--- src/rtl/fetch_stage.sv ---
// Instruction-fetch stage: PC register with increment, stall, redirect and end-of-memory halt,
// plus the IF/ID pipeline register and a saturating count of valid fetches.
module fetch_stage #(
    parameter int unsigned          ADDR_W    = 32,
    parameter int unsigned          MEM_DEPTH = 1024,
    parameter logic [ADDR_W-1:0]    RESET_PC  = '0,
    parameter logic [31:0]          NOP_WORD  = 32'h0000_0000
) (
    input  logic              clk,
    input  logic              rst,
    input  logic              stall,
    input  logic              flush,
    input  logic              branch_taken,
    input  logic [ADDR_W-1:0] branch_target,
    input  logic [31:0]       imem_instruction,
    output logic [ADDR_W-1:0] imem_address,
    output logic [31:0]       if_id_instr,
    output logic [ADDR_W-1:0] if_id_pc,
    output logic [ADDR_W-1:0] if_id_pc_next,
    output logic              if_id_valid,
    output logic              halted,
    output logic [31:0]       fetch_count
);

    localparam logic [ADDR_W:0]   DepthW = (ADDR_W+1)'(MEM_DEPTH);
    localparam logic [ADDR_W-1:0] LastPc = ADDR_W'(MEM_DEPTH - 1);

    logic [ADDR_W-1:0] pc_q, pc_d;
    logic [31:0]       instr_q, instr_d;
    logic [ADDR_W-1:0] id_pc_q, id_pc_d;
    logic [ADDR_W-1:0] id_pc_next_q, id_pc_next_d;
    logic              valid_q, valid_d;
    logic              halted_q, halted_d;
    logic [31:0]       count_q, count_d;
    logic              load_valid;

    always_comb begin
        pc_d         = pc_q;
        instr_d      = instr_q;
        id_pc_d      = id_pc_q;
        id_pc_next_d = id_pc_next_q;
        valid_d      = valid_q;
        halted_d     = halted_q;
        load_valid   = 1'b0;

        if (branch_taken) begin
            pc_d     = branch_target;
            instr_d  = NOP_WORD;
            valid_d  = 1'b0;
            halted_d = ({1'b0, branch_target} >= DepthW);
        end else if (stall) begin
            if (flush) begin
                instr_d = NOP_WORD;
                valid_d = 1'b0;
            end
        end else if (halted_q) begin
            instr_d = NOP_WORD;
            valid_d = 1'b0;
        end else begin
            if (flush) begin
                instr_d = NOP_WORD;
                valid_d = 1'b0;
            end else begin
                instr_d      = imem_instruction;
                id_pc_d      = pc_q;
                id_pc_next_d = pc_q + 1'b1;
                valid_d      = 1'b1;
                load_valid   = 1'b1;
            end
            // The last word is fetched normally; the PC then parks on it.
            if (pc_q >= LastPc) begin
                halted_d = 1'b1;
            end else begin
                pc_d = pc_q + 1'b1;
            end
        end

        count_d = count_q;
        if (load_valid && (count_q != 32'hFFFF_FFFF)) begin
            count_d = count_q + 32'd1;
        end
    end

    always_ff @(posedge clk) begin
        if (rst) begin
            pc_q         <= RESET_PC;
            instr_q      <= NOP_WORD;
            id_pc_q      <= '0;
            id_pc_next_q <= '0;
            valid_q      <= 1'b0;
            halted_q     <= 1'b0;
            count_q      <= '0;
        end else begin
            pc_q         <= pc_d;
            instr_q      <= instr_d;
            id_pc_q      <= id_pc_d;
            id_pc_next_q <= id_pc_next_d;
            valid_q      <= valid_d;
            halted_q     <= halted_d;
            count_q      <= count_d;
        end
    end

    assign imem_address  = pc_q;
    assign if_id_instr   = instr_q;
    assign if_id_pc      = id_pc_q;
    assign if_id_pc_next = id_pc_next_q;
    assign if_id_valid   = valid_q;
    assign halted        = halted_q;
    assign fetch_count   = count_q;

endmodule

--- config.mk ---
export PLATFORM = sky130hd
export DESIGN_NAME = fetch_stage
export DESIGN_NICKNAME = d
export VERILOG_FILES = /design/src/rtl/fetch_stage.sv
export SDC_FILE = /design/constraint.sdc
export NUM_CORES = 1
export LEC_CHECK = 0
export BUFFER_PORTS_ARGS = -buffer_cell sky130_fd_sc_hd__buf_4
export CAP_MARGIN = 20
export CORE_ASPECT_RATIO = 2
export CORE_MARGIN = 10
export CORE_UTILIZATION = 52
export CTS_BUF_LIST = sky130_fd_sc_hd__clkbuf_8
export CTS_CLUSTER_SIZE = 28
export DETAILED_ROUTE_END_ITERATION = 8
export GPL_TIMING_DRIVEN = 0
export PLACE_DENSITY_LB_ADDON = 0.12
export SLEW_MARGIN = 20
export SYNTH_ARGS = -nofsm -noshare
export SYNTH_HDL_FRONTEND = slang
export SYNTH_SLANG_ARGS = --single-unit
--- constraint.sdc ---
create_clock -name clk -period 3.1 [get_ports clk]
set_clock_uncertainty 0.1 [all_clocks]
set_input_delay 0.31 -clock clk [delete_from_list [all_inputs] [get_ports clk]]
set_output_delay 0.31 -clock clk [all_outputs]
set_load 0.02 [all_outputs]
==> impl_metrics.yaml, run 1 <==
run_status:
  outcome: "finished clean"
synthesis:
  ys_seq_area_frac: 0.479
  ys_types: 45
  syn_nets: 863
  netlist.area_leader.share: 0.479
  ys_async_sr_fraction: 0
  synth_seq_cells: 162
  synth.most_common_cell: "dfxtp_1"
  synth_cells: 792
  synth_flop_cell: "dfxtp_1"
  yosysTopAreaCell: "dfxtp_1"
  synth_area_per_cell_um2: 8.54
  synth_edf_count: 0
  synth_area_leaders: "dfxtp_1 48%, a21oi_1 5.5%, nor2_1 5.0%"
  netlist_top_cells_count: "162 x dfxtp_1, 91 x nor2_1, 88 x nand2_1"
  netlist_area_um2: 6770
  yosys_warnings: 0
global_routing:
  overflow: 0
  grt_max_degree: 17
  antenna_found_initial: 0
  grt_pass1_vias: 7261
  grtUsageTotal: 0.259
  grt_pass1_wl_mm: 38.2
timing:
  relSlewSlack: 0.290
  tns_ns: 0
  tightest_slew_ns: 1.06
  maxSlewViolCount: 0
  fin_crit_sh: 0.952
  setup_viol: 0
  hold_viol_final: 0
  hold_slack_ns: 0.0134
  fmax_mhz: 339
  fin_crit_ns: 2.95
  rsz0062_at_grt: "no"
drt:
  viasPerCell: 5.73
  dr.pass1.iters: 5
  drc: 0
  avgRoutedWirePerCell_um: 19.4
  final_antenna_net_count: 0
  drt_iter0_markers: 417
  dr_total_vias: 7137
  routed_wl_mm: 24.2
placed_design:
  hpwl_mm: 17.9
  place_congestion: 0.935
  port_buffers: 230
power_and_ir_drop:
  p_comb_frac: 0.120
  leakage_uw: 0.00374
  p_int_uw: 3200
  seqPwrFrac: 0.497
  powerDensity_nw_per_um2: 464
  irDropWorstVdd_mv: 0.342
  clockPowerShare: 0.383
  p_switching_uw: 1230
  swShare: 0.277
floorplanning:
  start_util: 0.533
  die_area_um2: 18200
  rows: 58
  die_h_um: 181
  die_w_um: 101
  core-area_um2: 12700
  ioPinCount: 231
layout:
  drive_gt1_frac: 0.249
  utilization: 0.751
  area_growth_pct: 41.0
  layout.nets: 1154
  diodes: 0
critical_path:
  cp-end-kind: "flip-flop"
  cp-start-kind: "flip-flop"
  cp.required_ns: 3.33
  path_buf_inv: 2
  rrSetupSlack_ns: 0.15
  cp_top_family: "simple AND/OR/NAND/NOR gates"
  path_class: "flip-flop to flip-flop"
  critical_path.most_common_cell: "or4_1"
  path_max_fanout: 10
  slowest_stage: "or4_1"
  crit_path_max_incr_delay_ns: 0.65
  cp_cell_sequence: "or4_1, or4_1, a41o_1, buf_6, clkbuf_1, o31ai_1, a21oi_1"
  arrival_ns: 3.18
cts:
  clockBufferDepth: 2
  post_cts_resized: 0
  cts.sinks: 162
  clk_latency_ns: 0.46
  path_clk_slew_ns: 0.09
  tritoncts: "built"
  cts_max_level: 4
  cts-root-buf: "clkbuf_8"
  numCtsBuffers: 17
worst_hold_path:
  holdCritPathClass: "input pin to flip-flop"
flow_run:
  maxCapViolCount: 0
==> kinds of logic (layout without fill, tap and decap cells) <==
| logic type | after synthesis | in the layout | share of synthesized area |
|---|---|---|---|
| DFF | 162 | 162 | 0.479 |
| and+or+nand+nor | 309 | 309 | 0.220 |
| buffers and inverters | 69 | 373 | 0.0394 |
| AOI/OAI and AO/OA | 182 | 182 | 0.164 |
| adders and majority gates | 2 | 2 | 0.00370 |
| muxes | 25 | 25 | 0.0375 |
| xor gates and xnor gates | 43 | 43 | 0.0557 |
==> layer usage <==
| metal | global-route usage | wire length, µm |
|---|---|---|
| met5 | 0 | 0 |
| met4 | 0.142 | 1130 |
| met3 | 0.0802 | 1950 |
| met2 | 0.463 | 13100 |
| met1 | 0.252 | 8090 |
==> power groups by stage <==
stage                     sequential, µW  clock (µW)  combinational, µW
after global placement              2240           0                475
after detailed placement            2240           0                481
final                               2200        1700                531
after floorplan                     2290           0                184
after global routing                2210        1790                569
after CTS                           2200        1710                527
==> what timing repair did <==
| item | 4_1_cts | 5_1_grt |
|---|---|---|
| hold buffers | 42 | 0 |
| buffers inserted | 0 | 0 |
| hold endpoints to repair | 42 | 0 |
==> worst min-delay path: stages <==
cell and delay [ns]:
buf_4 0.09, mux2i_1 0.06, nor2_1 0.08
==> through the flow <==
stage               instance area, µm²  std cells  setup WS (ns)  total power (µW)
finish                            9540       1246          0.149              4430
global placement                  8680       1172          0.105              2720
global route                      9540       1246        0.00806              4570
detailed placement                8690       1172          0.124              2730
CTS                               9540       1246          0.175              4430
floorplan                         6770        792          0.494              2480
==> placed cells by master, fill, tap and decap left out, types with 4 or more instances in the layout <==
cell type / netlist / final
a211oi_1: 21 / 21
or3_1: 15 / 15
nand3_1: 25 / 25
clkbuf_8: 0 / 17
xor2_1: 20 / 20
buf_4: 0 / 230
mux2i_1: 22 / 22
nand2_1: 88 / 88
and3_1: 7 / 7
inv_8: 0 / 4
dfxtp_1: 162 / 162
a22oi_1: 32 / 32
nor3_1: 12 / 12
inv_1: 9 / 10
a21oi_1: 75 / 75
and4_1: 4 / 4
o21ai_0: 32 / 32
nor2_1: 91 / 91
xnor2_1: 23 / 23
nor4_1: 23 / 22
o31ai_1: 6 / 6
or4_1: 8 / 8
buf_1: 8 / 8
dlygate4sd3_1: 0 / 42
nand4_1: 20 / 20
clkbuf_1: 50 / 50
nor2b_1: 4 / 4
==> worst paths after layout <==
check,from,cells past startpoint,endpoint
setup / recovery,halted,7,fetch_count[25]
hold / removal,branch_target[26],3,imem_address[26]
hold reg to reg,if_id_pc[4],2,if_id_pc[4]
setup reg to reg,halted,7,fetch_count[25]
==> flip-flops by register name, summed over array words and instances, names as in the netlist <==
register and flops:
if_id_valid 1, if_id_pc_next 32, fetch_count 32, imem_address 32, if_id_pc 32, halted 1
if_id_instr 32
==> cell type report <==
cell class / count / area [µm²]
plain buffers: 59 / 229
clock buffers: 17 / 234
clock inverters: 15 / 196
fillers: 960 / 3160
inverters: 10 / 37.5
multi-input cells: 561 / 3260
flip-flops and latches: 162 / 3240
well taps: 150 / 188
repair buffers: 272 / 2150
Note: power is estimated with default switching activity, not from simulation.
==> inputs of run 2 (changes only) <==
Settings changed: CAP_MARGIN 20 to not set, CORE_UTILIZATION 52 to 35.
==> impl_metrics.yaml, run 2 (synthesis results as in run 1) <==
power_and_ir_drop:
  swShare: 0.277
  p_switching_uw: 1190
  powerDensity_nw_per_um2: 438
  irDropWorstVdd_mv: 0.262
  p_int_uw: 3110
  seqPwrFrac: 0.511
  leakage_uw: 0.00383
  clockPowerShare: 0.361
  p_comb_frac: 0.128
timing:
  relSlewSlack: 0.372
  fin_crit_sh: 0.969
  hold_slack_ns: 0.0213
  hold_viol_final: 0
  tightest_slew_ns: 0.933
  rsz0062_at_grt: "no"
  fmax_mhz: 333
  tns_ns: 0
  final.setup.worst_slack_ns: 0.0962
  fin_crit_ns: 3.00
  setup_viol: 0
  maxSlewViolCount: 0
cts:
  tritoncts: "built"
  clk_latency_ns: 0.47
  numCtsBuffers: 17
  postCtsSetupBuffers: 0
  cts-root-buf: "clkbuf_8"
  cts.sinks: 162
  cts_max_level: 4
  clockBufferDepth: 2
  path_clk_slew_ns: 0.09
placed_design:
  port_buffers: 230
  post-place-ws_ns: 0.100
  place_congestion: 0.853
  dp_cells: 1278
  hpwl_mm: 19.9
critical_path:
  cp-end-kind: "flip-flop"
  path_class: "flip-flop to flip-flop"
  cp_cell_sequence: "nor4_1, nand4_1, nor3_1, a211oi_1, a2111oi_0"
  path_buf_inv: 0
  cp-start-kind: "flip-flop"
  cp.required_ns: 3.33
  slowest_stage: "nor3_1"
  crit_path_max_incr_delay_ns: 0.63
  arrival_ns: 3.23
  path_max_fanout: 9
  cp_top_family: "simple AND/OR/NAND/NOR gates"
layout:
  final_cell_mix: "230 x buf_4, 162 x dfxtp_1, 91 x nor2_1"
  final_common_cell: "buf_4"
  utilization: 0.519
  fill_cells: 1856
  finalNonFillerCells: 1368
  area_growth_pct: 45.2
  layout.nets: 1171
  drive_gt1_frac: 0.247
global_routing:
  grtUsageTotal: 0.197
  grt_max_degree: 17
  grt_pass1_vias: 7247
  overflow: 0
  antenna_found_initial: 1
  grt_pass1_wl_mm: 40.5
drt:
  drc: 0
  viasPerCell: 5.09
  dr.pass1.iters: 8
  drt_iter0_markers: 332
  final_antenna_net_count: 0
  routed_wl_mm: 25.7
  dr_total_vias: 6964
  avgRoutedWirePerCell_um: 18.8
floorplanning:
  die_area_um2: 25600
  die_h_um: 217
  die_w_um: 118
  rows: 71
  start_util: 0.358
  ioPinCount: 231
  core-area_um2: 18900
worst_hold_path:
  holdCritPathClass: "input pin to flip-flop"
run_status:
  outcome: "finished clean"
flow_run:
  maxCapViolCount: 0
==> run 2: cell count changes in the layout (fill, tap and decap cells not counted), sizes merged <==
cell         before  now
diode             0    1
clkinvlp          0    2
buf             239  240
clkinv            5    7
clkbuf           67   70
inv              17   10
dlygate4sd3      42   59
bufinv            3    1
==> run 2: worst paths after layout <==
| path | start | end | cells past startpoint | slack [ns] |
|---|---|---|---|---|
| setup reg to reg | imem_address[24] | imem_address[4] | 5 | 0.1 |
| setup / recovery | imem_address[24] | imem_address[4] | 5 | 0.1 |
| hold reg to reg | if_id_pc[28] | if_id_pc[28] | 2 | 0.36 |
| hold / removal | branch_target[8] | imem_address[8] | 3 | 0.02 |
==> run 2: per-stage QoR <==
step,cell area [µm²],total power (µW)
6_report,9820,4300
2_1_floorplan,6770,2480
3_3_place_gp,8810,2730
5_1_grt,9820,4480
3_5_place_dp,8830,2740
4_1_cts,9810,4350
==> run 2: power by group through the flow <==
stage	Sequential (µW)	Clock, µW	Combinational [µW]
floorplan	2290	0	184
global placement	2250	0	488
detailed placement	2250	0	490
CTS	2200	1600	554
global route	2210	1680	594
finish	2200	1550	549
==> run 2: routing by layer <==
layer | vias up | part of all wire | global-route usage | wire (µm)
li1 | 3446 | - | - | -
met1 | 3248 | 0.36 | 0.187 | 9140
met2 | 236 | 0.56 | 0.386 | 14400
met3 | 34 | 0.067 | 0.0599 | 1720
met4 | 0 | 0.019 | 0.0675 | 476
met5 | - | 0 | 0 | 0
==> run 2: timing repair <==
action | CTS | global route
hold buffers | 59 | 0
endpoints found under the hold margin | 59 | 0
endpoints found under the setup margin | 0 | 4
gates resized for setup | 0 | 3
==> run 2: worst register-to-register path: cells and delay by family, from the launching register on <==
kind	cells	cell delay (ns)
simple gates	3	1.74
compound gates	2	0.60
flops	1	0.42
==> run 2: cell type report <==
type                            count  area (µm²)  area share
Antenna cell                        1        2.50    0.000255
Buffer                             58         226      0.0231
Clock buffer                       21         289      0.0294
Clock inverter                     10         103      0.0104
Inverter                           10        37.5     0.00382
Multi-Input combinational cell    561        3280       0.334
Sequential cell                   162        3240       0.330
Tap cell                          255         319      0.0325
Timing Repair Buffer              290        2320       0.236
